File: src/rtl/seq_alu.sv
// Handshaked ALU: logic/arith ops in 1 cycle, shifts/rotates 1 bit per cycle (latency 1+n); result held until out_ready.
// Define ALU_OVF_EN to add the registered signed-overflow output ovf.
module seq_alu #(
  parameter int WIDTH = 8,
  parameter int CNT_W = $clog2(WIDTH + 1)
) (
  input  logic             clk,
  input  logic             rst,
  input  logic             in_valid,
  output logic             in_ready,
  input  logic [3:0]       opcode,
  input  logic [WIDTH-1:0] alu_in1,
  input  logic [WIDTH-1:0] alu_in2,
  input  logic             cin,
  output logic             out_valid,
  input  logic             out_ready,
  output logic [WIDTH-1:0] alu_out,
  output logic             cout,
  output logic             Z
`ifdef ALU_OVF_EN
  ,
  output logic             ovf
`endif
);

  localparam logic [3:0] OP_ADD  = 4'd0;
  localparam logic [3:0] OP_ADDC = 4'd1;
  localparam logic [3:0] OP_SUB  = 4'd2;
  localparam logic [3:0] OP_SUBC = 4'd3;
  localparam logic [3:0] OP_AND  = 4'd4;
  localparam logic [3:0] OP_OR   = 4'd5;
  localparam logic [3:0] OP_XOR  = 4'd6;
  localparam logic [3:0] OP_MASK = 4'd7;
  localparam logic [3:0] OP_ADDS = 4'd8;
  localparam logic [3:0] OP_SHL  = 4'd9;
  localparam logic [3:0] OP_SHR  = 4'd10;
  localparam logic [3:0] OP_ROL  = 4'd11;
  localparam logic [3:0] OP_ROR  = 4'd12;

  localparam logic [WIDTH-1:0] W_VAL = WIDTH[WIDTH-1:0];

  typedef enum logic [1:0] {IDLE, SHIFT, DONE} state_t;

  state_t           state;
  logic [3:0]       op_q;
  logic [WIDTH-1:0] work;
  logic [CNT_W-1:0] count;
  logic             accept;

  logic [WIDTH-1:0] res_c;
  logic             cout_c;
  logic             is_shift;
  logic [CNT_W-1:0] n_c;
  logic [WIDTH:0]   wa, wb, wc, mag, sum;

  logic [WIDTH-1:0] work_nx;
  logic             out_bit;

  assign in_ready = (state == IDLE) | ((state == DONE) & out_ready);
  assign accept   = in_valid & in_ready;

  // Result of the operation presented at the inputs, used on the accept edge.
  always_comb begin
    res_c    = '0;
    cout_c   = 1'b0;
    is_shift = 1'b0;
    n_c      = '0;
    wa       = {1'b0, alu_in1};
    wb       = {1'b0, alu_in2};
    wc       = {{WIDTH{1'b0}}, cin};
    mag      = {2'b00, alu_in2[WIDTH-2:0]};
    sum      = '0;
    case (opcode)
      OP_ADD:  begin sum = wa + wb;      res_c = sum[WIDTH-1:0]; cout_c = sum[WIDTH]; end
      OP_ADDC: begin sum = wa + wb + wc; res_c = sum[WIDTH-1:0]; cout_c = sum[WIDTH]; end
      // Borrow shows up as the sign of the zero-extended difference.
      OP_SUB:  begin sum = wa - wb;      res_c = sum[WIDTH-1:0]; cout_c = sum[WIDTH]; end
      OP_SUBC: begin sum = wa - wb - wc; res_c = sum[WIDTH-1:0]; cout_c = sum[WIDTH]; end
      OP_AND:  res_c = alu_in1 & alu_in2;
      OP_OR:   res_c = alu_in1 | alu_in2;
      OP_XOR:  res_c = alu_in1 ^ alu_in2;
      OP_MASK: res_c = ~(alu_in1 & alu_in2);
      OP_ADDS: begin
        sum   = alu_in2[WIDTH-1] ? (wa - mag) : (wa + mag);
        res_c = sum[WIDTH-1:0];
      end
      OP_SHL, OP_SHR: begin
        is_shift = 1'b1;
        res_c    = alu_in1;
        n_c      = (alu_in2 >= W_VAL) ? CNT_W'(WIDTH) : CNT_W'(alu_in2);
      end
      OP_ROL, OP_ROR: begin
        is_shift = 1'b1;
        res_c    = alu_in1;
        n_c      = CNT_W'(alu_in2 % W_VAL);
      end
      default: ;
    endcase
  end

`ifdef ALU_OVF_EN
  logic [WIDTH:0] sa, sb, sres;
  logic           ovf_c;

  always_comb begin
    sa    = {alu_in1[WIDTH-1], alu_in1};
    sb    = {alu_in2[WIDTH-1], alu_in2};
    sres  = '0;
    ovf_c = 1'b0;
    case (opcode)
      OP_ADD:  begin sres = sa + sb;      ovf_c = sres[WIDTH] ^ sres[WIDTH-1]; end
      OP_ADDC: begin sres = sa + sb + wc; ovf_c = sres[WIDTH] ^ sres[WIDTH-1]; end
      OP_SUB:  begin sres = sa - sb;      ovf_c = sres[WIDTH] ^ sres[WIDTH-1]; end
      OP_SUBC: begin sres = sa - sb - wc; ovf_c = sres[WIDTH] ^ sres[WIDTH-1]; end
      default: ;
    endcase
  end
`endif

  always_comb begin
    work_nx = work;
    out_bit = 1'b0;
    case (op_q)
      OP_SHL: begin work_nx = {work[WIDTH-2:0], 1'b0};        out_bit = work[WIDTH-1]; end
      OP_SHR: begin work_nx = {1'b0, work[WIDTH-1:1]};        out_bit = work[0];       end
      OP_ROL: work_nx = {work[WIDTH-2:0], work[WIDTH-1]};
      OP_ROR: work_nx = {work[0], work[WIDTH-1:1]};
      default: ;
    endcase
  end

  always_ff @(posedge clk) begin
    if (rst) begin
      state     <= IDLE;
      out_valid <= 1'b0;
      alu_out   <= '0;
      cout      <= 1'b0;
      Z         <= 1'b0;
      count     <= '0;
      work      <= '0;
      op_q      <= '0;
`ifdef ALU_OVF_EN
      ovf       <= 1'b0;
`endif
    end else begin
      case (state)
        IDLE, DONE: begin
          if (out_valid & out_ready) begin
            out_valid <= 1'b0;
            state     <= IDLE;
          end
          if (accept) begin
            op_q  <= opcode;
            work  <= alu_in1;
            count <= n_c;
            if (is_shift && (n_c != '0)) begin
              state     <= SHIFT;
              out_valid <= 1'b0;
            end else begin
              state     <= DONE;
              out_valid <= 1'b1;
              alu_out   <= res_c;
              cout      <= cout_c;
              Z         <= (res_c == '0);
`ifdef ALU_OVF_EN
              ovf       <= ovf_c;
`endif
            end
          end
        end
        SHIFT: begin
          work  <= work_nx;
          count <= count - CNT_W'(1);
          if (count == CNT_W'(1)) begin
            state     <= DONE;
            out_valid <= 1'b1;
            alu_out   <= work_nx;
            cout      <= out_bit;
            Z         <= (work_nx == '0);
`ifdef ALU_OVF_EN
            ovf       <= 1'b0;
`endif
          end
        end
        default: state <= IDLE;
      endcase
    end
  end

endmodule

File: config.mk
export PLATFORM = sky130hd
export DESIGN_NAME = seq_alu
export DESIGN_NICKNAME = d
export VERILOG_FILES = /design/src/rtl/seq_alu.sv
export SDC_FILE = /design/constraint.sdc
export NUM_CORES = 1
export LEC_CHECK = 0
export CORE_MARGIN = 3
export CORE_UTILIZATION = 55
export CTS_CLUSTER_DIAMETER = 50
export DETAILED_ROUTE_END_ITERATION = 8
export GPL_TIMING_DRIVEN = 0
export PLACE_DENSITY = 0.86
export SYNTH_ARGS = -nofsm -noshare
export SYNTH_HDL_FRONTEND = slang
export SYNTH_SLANG_ARGS = --single-unit
export TNS_END_PERCENT = 20
File: constraint.sdc
create_clock -name clk -period 4.5 [get_ports clk]
set_clock_uncertainty 0.2 [all_clocks]
set_input_delay 0.9 -clock clk [delete_from_list [all_inputs] [get_ports clk]]
set_output_delay 0.9 -clock clk [all_outputs]
set_load 0.1 [all_outputs]
Yosys cells after proc, flatten, opt, wreduce, memory -nomap -nowiden:

Cells that the tools add are included.

* shifts and indexed selects: 0
* mux-type cells: 34
* bitwise operators: 8
* $add $sub $neg: 7
* div/mod/pow operators: 0
* equal/unequal tests: 23
* reduce and logical (&&, ||, !) cells: 16
* order comparisons: 1
* multiply operators: 0

Operators by type and width (count)
* 8-bit case mux with 10 select lines: 1
* 8-bit two-way mux: 5
* 4-bit equality test, second input constant: 9
* 8-bit case mux with 2 select lines: 2
* 8-bit case mux with 4 select lines: 1
* 4-bit by 3-bit equality test with 1-bit output, second input constant: 4
* 8-bit logical NOT: 2
* 4-bit case mux with 2 select lines: 2
* 1-bit two-way mux: 11
* 8-bit by 8-bit adder with 9-bit output: 1
* 9-bit by 1-bit adder with 9-bit output: 1
* 8-bit by 8-bit subtractor with 9-bit output: 1
* 9-bit by 1-bit subtractor with 9-bit output: 1
* 8-bit by 7-bit adder with 8-bit output: 1
* 8-bit AND: 1
* 4-bit by 1-bit equality test with 1-bit output, second input constant: 2
* 4-bit by 2-bit equality test with 1-bit output, second input constant: 2
* 8-bit by 4-bit greater-or-equal comparator with 1-bit output, second input constant: 1
* 2-bit two-way mux: 4
* 4-bit two-way mux: 2
* 8-bit NOT: 1
* 8-bit bitwise OR: 1
* 1-bit case mux with 2 select lines: 4
* 8-bit by 7-bit subtractor with 8-bit output: 1
* 20 further kinds: 28

* memories kept: 0
* flip-flop bits (word level): 29
* memory bits (read-only): 0
* logic and storage cells: 97
* bits in latches: 0
* input port bits: 25
* memory bits (writable): 0

Depth between registers and ports, before layout:

Gate-level depths: netlist of the first run.

* word-level depth: 8
* gate-level depth with buffers: 14
* mapped depth without buffers: 14

Worst setup path after synthesis of the first run:

No wires, ideal clock.

* path kind: input -> register
* from: input out_ready
* to: register Z
* path buffers: 1
* library setup time: 0.059 ns
* arrival: 3.868 ns
* stages on the path: 9
* slack: 0.373 ns
* cell sequence: inv_1 a21oi_1 nand2_1 a21oi_2 a21o_1 buf_4 o21bai_1 nor4_1 a31o_1

* longest elaborated chain between the ends: 5

RTL lines
* from (decl): line 16 `input logic out_ready,`
* 1-bit AND: line 59 `assign in_ready = (state == IDLE) | ((state == DONE) & out_ready);`
* 1-bit bitwise OR: line 59
* net in_ready: line 10 `output logic in_ready,`
* 1-bit AND: line 60 `assign accept = in_valid & in_ready;`
* 2-bit inequality test (no line)
* 4-bit AND reduction (no line)
* to (signal assigned): line 164 `Z <= (res_c == '0);`
* to (signal assigned): line 179 `Z <= (work_nx == '0);`
* to (decl): line 19 `output logic Z`

The timed path passes the listed nets, and every way through them passes these cells.
A chain may end at the register's enable or synchronous reset.

Worst setup path in the final report of the first run:

* from: input alu_in2[0]
* to: register Z

* longest elaborated chain between the ends: 7
* elaborated cells on any way between the ends: 23

RTL lines
* from (decl): line 13 `input logic [WIDTH-1:0] alu_in2,`
* 8-bit by 8-bit subtractor with 9-bit output, or another cell as far along: line 77, 78
* 9-bit by 1-bit subtractor with 9-bit output, or another cell as far along: line 78 `OP_SUBC: begin sum = wa - wb - wc; res_c = sum[WIDTH-1:0]; cout_c = sum[WIDTH]; end`
* 8-bit case mux with 10 select lines or 4-bit case mux with 2 select lines (tied branches): line 73 `case (opcode)`
* 8-bit logical NOT or 4-bit nonzero test (tied branches): line 164, 156
* 1-bit two-way mux or 1-bit logical AND (tied branches): line 156 `if (is_shift && (n_c != '0)) begin`
* 1-bit two-way mux or 2-bit inequality test (tied branches)
* 1-bit case mux with 2 select lines or 4-bit AND reduction (tied branches)

Several ways; a longest one is shown, not always the timed one. The select of a mux whose other input is x is not followed.

==> results by group, run 1 <==
Global routing
  • First-pass GRT wire length: ~21 mm
  • Total track usage: slightly above 30%
  • Initial antenna violation count: 0
  • Largest net degree at the start of global routing: 11
  • GRT overflow: 0
  • Vias in the first global route: 4162

Timing
  • Setup violators final: 0
  • Period minus WS final: 4.32 ns
  • Hold Slack: around 0.26 ns
  • Final hold viol count: 0
  • Period utilization: between 90 and 100%
  • Max Fclk: 232 MHz
  • Final WS setup: ~0.18 ns
  • Fin. max-slew vios: 0
  • Max-slew headroom: 34.5%
  • Worst slew pin tran: approximately 1 ns
  • RSZ-0062 raised after global routing: no

Routing
  • Post-Route WL: about 13 mm
  • Iter 0 DRT Violations: between 500 and 600
  • Wl on met1: 5.94 mm
  • DR top layer: met4
  • Met3 wire length: between 1 and 1.5 mm
  • First-pass DRT Iterations: 6
  • Via density: roughly 6.6
  • Met2 routed WL: 5.81 mm
  • DRC errors left: 0
  • Wire length per cell: around 19 microns
  • Vias: 4559
  • Post-DRT Antenna Nets: 0

Min path
  • HP Class: flip-flop to flip-flop
  • Worst hold path stage count: 2

Floorplan
  • Full die area: roughly 8600 sq um
  • Core Footprint: roughly 7000 sq um
  • Cell Rows: 30
  • Io pins: 37
  • DIE HEIGHT: around 90 microns
  • Initial Utilization: between 50 and 60%
  • Chip width: around 90 microns

Critical path
  • Worst endpoint required time: around 4.5 ns
  • Crit-path max FO: 5
  • Critical path class: input pin to flip-flop
  • CP Capture Type: flip-flop
  • Crit start category: input pin
  • Worst R2R Path Depth: 9
  • Worst path arrival time: approximately 4.4 ns

Layout
  • Layout Nets: roughly 660
  • Post-Route Utilization: between 60% and 70%
  • Diode count: 0
  • Area grow syn2layout: 13.7%
  • Final Cell Area: 4690 sq um
  • Layout cells sized above 1: 7.67%

CTS
  • CTS max path bufs: 2
  • Clock root buffer: clkbuf_8
  • TritonCTS clock tree: done
  • TritonCTS Sinks: 29
  • CTS H-Tree Depth: 2
  • Clk Latency, worst-skew pair: 0.28 ns
  • Clock-pin slew on the worst setup and hold paths: 0.06 ns
  • Clock buffer count from CTS: 5
  • Setup bufs post-CTS: 0

Run status
  • Status: completed

Place
  • Pre-CTS worst setup slack: -0.180 ns
  • GPL Wtd Cong: around 1.0
  • DP Area: between 4000 and 5000 sq um
  • DP Wirelength: 10.5 mm
  • Port bufs: 35

Logic synthesis
  • EDFF count, synth: 0
  • Synthesized area: around 4100 sq um
  • Asr flop ratio synth: 0%
  • Syn Area/Cell: between 7 and 8 sq um
  • Synth Instances: roughly 560
  • Sequential area share after synthesis: between 10% and 20%
  • Synth Flop Type: dfxtp_1
  • Warnings from Yosys: 0
  • Post-synth net total: 622
  • FF+latch count, synth: 29
  • Unique masters post-synth: between 70 and 80

Pwr
  • Max VDD drop: 0.176 mV
  • Psw: approximately 500 uW
  • Pwr Total: ~1.1 mW
  • Seq pwr share: between 20% and 30%
  • Sw Ratio: a little under half
  • Clk pwr share: between 10% and 20%
  • Power Dens Cells: roughly 240 nW/um^2
  • Power share of the combinational group: a little over half
  • Int Power: ~610 uW
  • Leak: between 1.5 and 2 nW

Run
  • Total of max-cap violations: 0
[routing by layer]
metal | vias up | global-route usage, %
met5 | - | 0
met1 | 2119 | 44.9
met2 | 281 | 48.5
li1 | 2119 | -
met3 | 40 | 4.14
met4 | 0 | 6.19
[area by class of cell]
cell class | count | area [sq um]
plain buffers | 35 | 193
clock buffers | 6 | 72.6
clock inverters | 2 | 10.0
fillers | 648 | 2330
inverters | 29 | 109
multi-input cells | 464 | 3250
flip-flops and latches | 29 | 581
well taps | 96 | 120
repair buffers | 35 | 355
[flip-flops by register name, summed over array words and instances (netlist names)]
signal,flops
out_valid,1
state,2
count,4
work,8
op_q,4
Z,1
alu_out,8
cout,1
[final timing paths]
kind	endpoint	slack (ns)	start
min	alu_out[7]$_SDFFE_PP0P_	0.26	alu_out[7]$_SDFFE_PP0P_
max reg2reg	Z$_SDFFE_PP0P_	2.08	op_q[0]$_SDFFE_PP0P_
max	Z$_SDFFE_PP0P_	0.18	alu_in2[0]
min reg2reg	alu_out[7]$_SDFFE_PP0P_	0.26	alu_out[7]$_SDFFE_PP0P_
[cell usage after synthesis, types with 3 or more instances]
| library cell | number | area share (%) |
|---|---|---|
| nand2_1 | 57 | 5.2 |
| a21oi_1 | 53 | 6.4 |
| nor2_1 | 42 | 3.8 |
| ha_1 | 37 | 11 |
| dfxtp_1 | 29 | 14 |
| inv_1 | 29 | 2.6 |
| o21ai_0 | 27 | 3.3 |
| xnor2_1 | 20 | 4.2 |
| a22oi_1 | 16 | 2.9 |
| clkbuf_1 | 16 | 1.5 |
| nor3_1 | 16 | 1.9 |
| mux2i_1 | 13 | 3.2 |
| xor2_1 | 12 | 2.5 |
| a31oi_1 | 11 | 1.7 |
| nor2b_1 | 11 | 1.7 |
| nand3_1 | 10 | 1.2 |
| a211oi_1 | 9 | 1.6 |
| a21o_1 | 8 | 1.5 |
| buf_4 | 8 | 1.5 |
| nand2b_1 | 8 | 1.2 |
| nor3b_1 | 8 | 1.5 |
| nand3b_1 | 6 | 1.1 |
| o21bai_1 | 6 | 1.1 |
| a221oi_1 | 5 | 1.1 |
| a22o_1 | 5 | 1.1 |
| and3_1 | 5 | 0.76 |
| buf_2 | 5 | 0.61 |
| mux2_2 | 5 | 1.4 |
| nand4_1 | 4 | 0.61 |
| o2111ai_1 | 4 | 0.85 |
| a211oi_2 | 3 | 0.91 |
| buf_6 | 3 | 0.82 |
| fa_1 | 3 | 1.5 |
| o221ai_1 | 3 | 0.64 |
| o31ai_1 | 3 | 0.55 |
[layout by cell type (no fill, tap or decap), drive strengths merged, types with 18 or more instances in the layout]
cell type,instances
dfxtp,29
clkdlybuf4s50,33
nor2,44
inv,29
buf,18
clkbuf,23
xnor2,20
ha,37
a21oi,54
o21ai,29
nand2,57
[critical path, cell delays in order]
cell and delay, ns:
clkdlybuf4s50_1 0.61, inv_1 0.12, ha_1 0.30, mux2i_1 0.26, ha_1 0.30, and2b_2 0.19
o2111ai_1 0.30, nand3b_1 0.15, xor2_1 0.18, a221oi_1 0.29, o221ai_1 0.21, nor4_1 0.34
a31o_1 0.19
[power by group through the flow]
stage	combinational, mW	sequential (mW)	clock, mW
2_1_floorplan	0.377	0.355	0
3_3_place_gp	0.581	0.297	0
3_5_place_dp	0.596	0.298	0
4_1_cts	0.598	0.293	0.211
5_1_grt	0.657	0.296	0.224
6_report	0.613	0.293	0.212
[through the flow]
step                cells  TNS [ns]
floorplan             557         0
global placement      688   -0.0628
detailed placement    688    -0.230
CTS                   696         0
global route          696         0
finish                696         0
[logic make-up after synthesis]
group,synth area share (%)
compound gates,30.6
xor+xnor,7.34
fa+ha+maj,12.7
buf+inv,7.28
flops,14.1
mux,4.52
simple gates,23.5
[repair_timing]
item / CTS / global route
hold buffers: 0 / 0
resized for setup: 0 / 6
setup endpoints to repair: 0 / 2
No activity file was read; power rests on OpenSTA's default activity.
==> run 2: changes to the inputs <==
- PLACE_DENSITY: 0.86 -> 0.78
==> run 2 against run 1 <==
Largest cell class unchanged; register-to-register slack got worse by 0.08 ns; sequential power barely moved; wire length rose by 1.6%; largest power group unchanged; via count fell by 0.72%; non-clock buffer count did not move; die area did not move; clock-buffer cell count rose by 1; sequential share of layout area barely moved; worst hold slack barely moved; combinational power rose by 1%.
==> results by group, run 2 (same netlist as run 1, synthesis figures left out) <==
Critical path
  • Reg2reg setup slack: 2.00 ns (-0.08 ns)
  • Crit-path max FO: 5 (unchanged)
  • Crit-path cells: clkdlybuf4s50_1 > inv_1 > ha_1 > inv_1 > fa_1 > inv_1 > ha_1 > mux2i_1 > nand3_1 > a31oi_1 > a2111oi_1 > nand4_1 > nor4_1 > a31o_1
  • CP peak stage delay: 0.78 ns (+0.17 ns)
  • Slowest CP cell: a2111oi_1
  • Top delay family on crit path: compound AO/OA/AOI/OAI gates
  • Most common cell on crit path: inv_1
  • CP Capture Type: flip-flop
  • Crit start category: input pin
  • WP buf/inv: 4 (+2)
  • Worst endpoint required time: 4.53 ns (about the same)
  • Worst path arrival time: 4.40 ns (+0.05 ns)
  • Critical path class: input pin to flip-flop

Global routing
  • Initial antenna violation count: 0 (unchanged)
  • Vias in the first global route: 4121 (-0.99%)
  • GRT overflow: 0 (unchanged)
  • First-pass GRT wire length: 21.6 mm (+1.4%)
  • Total track usage: 31.4% (+0.61 points)
  • Largest net degree at the start of global routing: 11 (unchanged)

Place
  • Cell count after placement: 688 (unchanged)
  • GPL Wtd Cong: 0.997 (-2.6%)
  • DP Wirelength: 10.6 mm (+1.2%)
  • Pre-CTS worst setup slack: -0.393 ns (-0.212 ns)
  • Port bufs: 35 (unchanged)

Layout
  • Post-Route Utilization: 67.0% (+0.23 points)
  • Most frequent cells in the layout: nand2_1, a21oi_1, nor2_1, ha_1, clkdlybuf4s50_1
  • Multi-input gate area: 3260 sq um (+0.39%)
  • FF/Latch Area: 581 sq um (unchanged)
  • Layout cells sized above 1: 7.85% (+0.18 points)
  • Diode count: 0 (unchanged)
  • Area grow syn2layout: 14.1%
  • Largest registers: alu_out x8, work x8
  • # fillers: 639 (-1.4%)
  • Layout Nets: 664 (unchanged)
  • Fin cells: 695 (-0.14%)
  • Commonest non-fill, non-tap cell in the layout: nand2_1

Timing
  • Fin. max-slew vios: 0 (unchanged)
  • Period minus WS final: 4.38 ns (+0.0586 ns)
  • Period utilization: 97.3% (+1.3 points)
  • Setup violators final: 0 (unchanged)
  • Final hold viol count: 0 (unchanged)
  • Final WS setup: 0.122 ns (-0.0586 ns)
  • Max-slew headroom: 34.3% (-0.25 points)
  • Max Fclk: 228 MHz (-1.3%)
  • Worst slew pin tran: 0.983 ns (+0.00378 ns)

Floorplan
  • Chip width: 92.6 microns (unchanged)
  • Full die area: 8570 sq um (unchanged)
  • Core Footprint: 7020 sq um (unchanged)
  • Io pins: 37 (unchanged)
  • DIE HEIGHT: 92.6 microns (unchanged)
  • Cell Rows: 30 (unchanged)
  • Initial Utilization: 58.7% (unchanged)

Routing
  • Wire length per cell: 19.5 microns (+1.8%)
  • Vias: 4526 (-0.72%)
  • DRC errors left: 0 (unchanged)
  • Iter 0 DRT Violations: 489 (-9.1%)
  • Post-Route WL: 13.5 mm (+1.6%)
  • First-pass DRT Iterations: 7 (+1)
  • Via density: 6.51 (-0.58%)
  • Post-DRT Antenna Nets: 0 (unchanged)

Pwr
  • Pwr Total: 1.13 mW (+1.1%)
  • Sw Ratio: 44.8% (-0.72 points)
  • Leak: 1.90 nW (+0.13%)
  • Int Power: 624 uW (+2.5%)
  • Clk pwr share: 19.4% (+0.5 points)
  • Power share of the combinational group: 54.7% (about the same)
  • Psw: 507 uW (-0.48%)
  • Seq pwr share: 25.9% (-0.3 points)
  • Max VDD drop: 0.159 mV (-9.8%)
  • Power Dens Cells: 240 nW/um^2 (+0.78%)

CTS
  • Clk Latency, worst-skew pair: 0.28 ns (about the same)
  • TritonCTS clock tree: done
  • Clock buffer count from CTS: 5 (unchanged)
  • Clock-pin slew on the worst setup and hold paths: 0.06 ns (about the same)
  • TritonCTS Sinks: 29 (unchanged)
  • CTS H-Tree Depth: 2 (unchanged)
  • Clock root buffer: clkbuf_8
  • Setup bufs post-CTS: 0 (unchanged)
  • Post_cts resized: 1 (+1)
  • Cts hold-fix bufs: 0 (unchanged)
  • CTS max path bufs: 2 (unchanged)

Run status
  • Status: completed

Run
  • Total of max-cap violations: 0 (unchanged)

Min path
  • HP Class: flip-flop to flip-flop
## run 2: changes by cell type in the layout (fill, tap and decap cells not counted)
cell / before / now
a221oi_1: 5 / 4
a221oi_2: 0 / 1
clkbuf_8: 5 / 6
clkinv_2: 2 / 0
o221ai_1: 3 / 2
o221ai_2: 0 / 1
## run 2: tightest hold or removal path: stages (launching register included)
cell	delay [ns]
dfxtp_1	0.31
nand2_1	0.05
a21oi_1	0.05
## run 2: routing by layer
layer	vias to the layer above	routed length [microns]	GRT usage (%)
met4	0	272	4.95
met5	-	0	0
li1	2125	-	-
met2	246	5730	47.0
met3	27	1290	5.85
met1	2128	6240	47.4
## run 2: layout make-up
class                   instances  area share, %
plain buffers                  35           4.10
multi-input cells             464           69.3
flip-flops and latches         29           12.3
clock buffers                   7           1.84
repair buffers                 35           7.55
inverters                      29           2.31
well taps                      96           2.55
## run 2: path summary, 6_finish.rpt
kind                                start                       to  depth (start not counted)
hold reg to reg   alu_out[4]$_SDFFE_PP0P_  alu_out[4]$_SDFFE_PP0P_                          2
setup / recovery               alu_in1[0]           Z$_SDFFE_PP0P_                         14
setup reg to reg     op_q[0]$_SDFFE_PP0P_           Z$_SDFFE_PP0P_                          9
hold / removal    alu_out[4]$_SDFFE_PP0P_  alu_out[4]$_SDFFE_PP0P_                          2
## run 2: stage by stage
step                hold slack [ns]  TNS [ns]  instance area [sq um]
floorplan                     0.264         0                   4120
global placement              0.237     -1.03                   4590
detailed placement            0.251     -1.03                   4590
CTS                           0.258         0                   4680
global route                  0.275   -0.0479                   4700
finish                        0.255         0                   4700
## run 2: power groups by stage
stage	Clock, mW	Sequential, mW	Combinational (mW)
detailed placement	0	0.298	0.598
CTS	0.217	0.293	0.602
global route	0.229	0.296	0.667
finish	0.219	0.293	0.619
global placement	0	0.297	0.588
floorplan	0	0.355	0.377
==> run 3: changes to the inputs <==
- HOLD_SLACK_MARGIN: not set -> 0.08
==> results of run 3 <==
Final layout, timing and power as in run 2 (identical DEF).
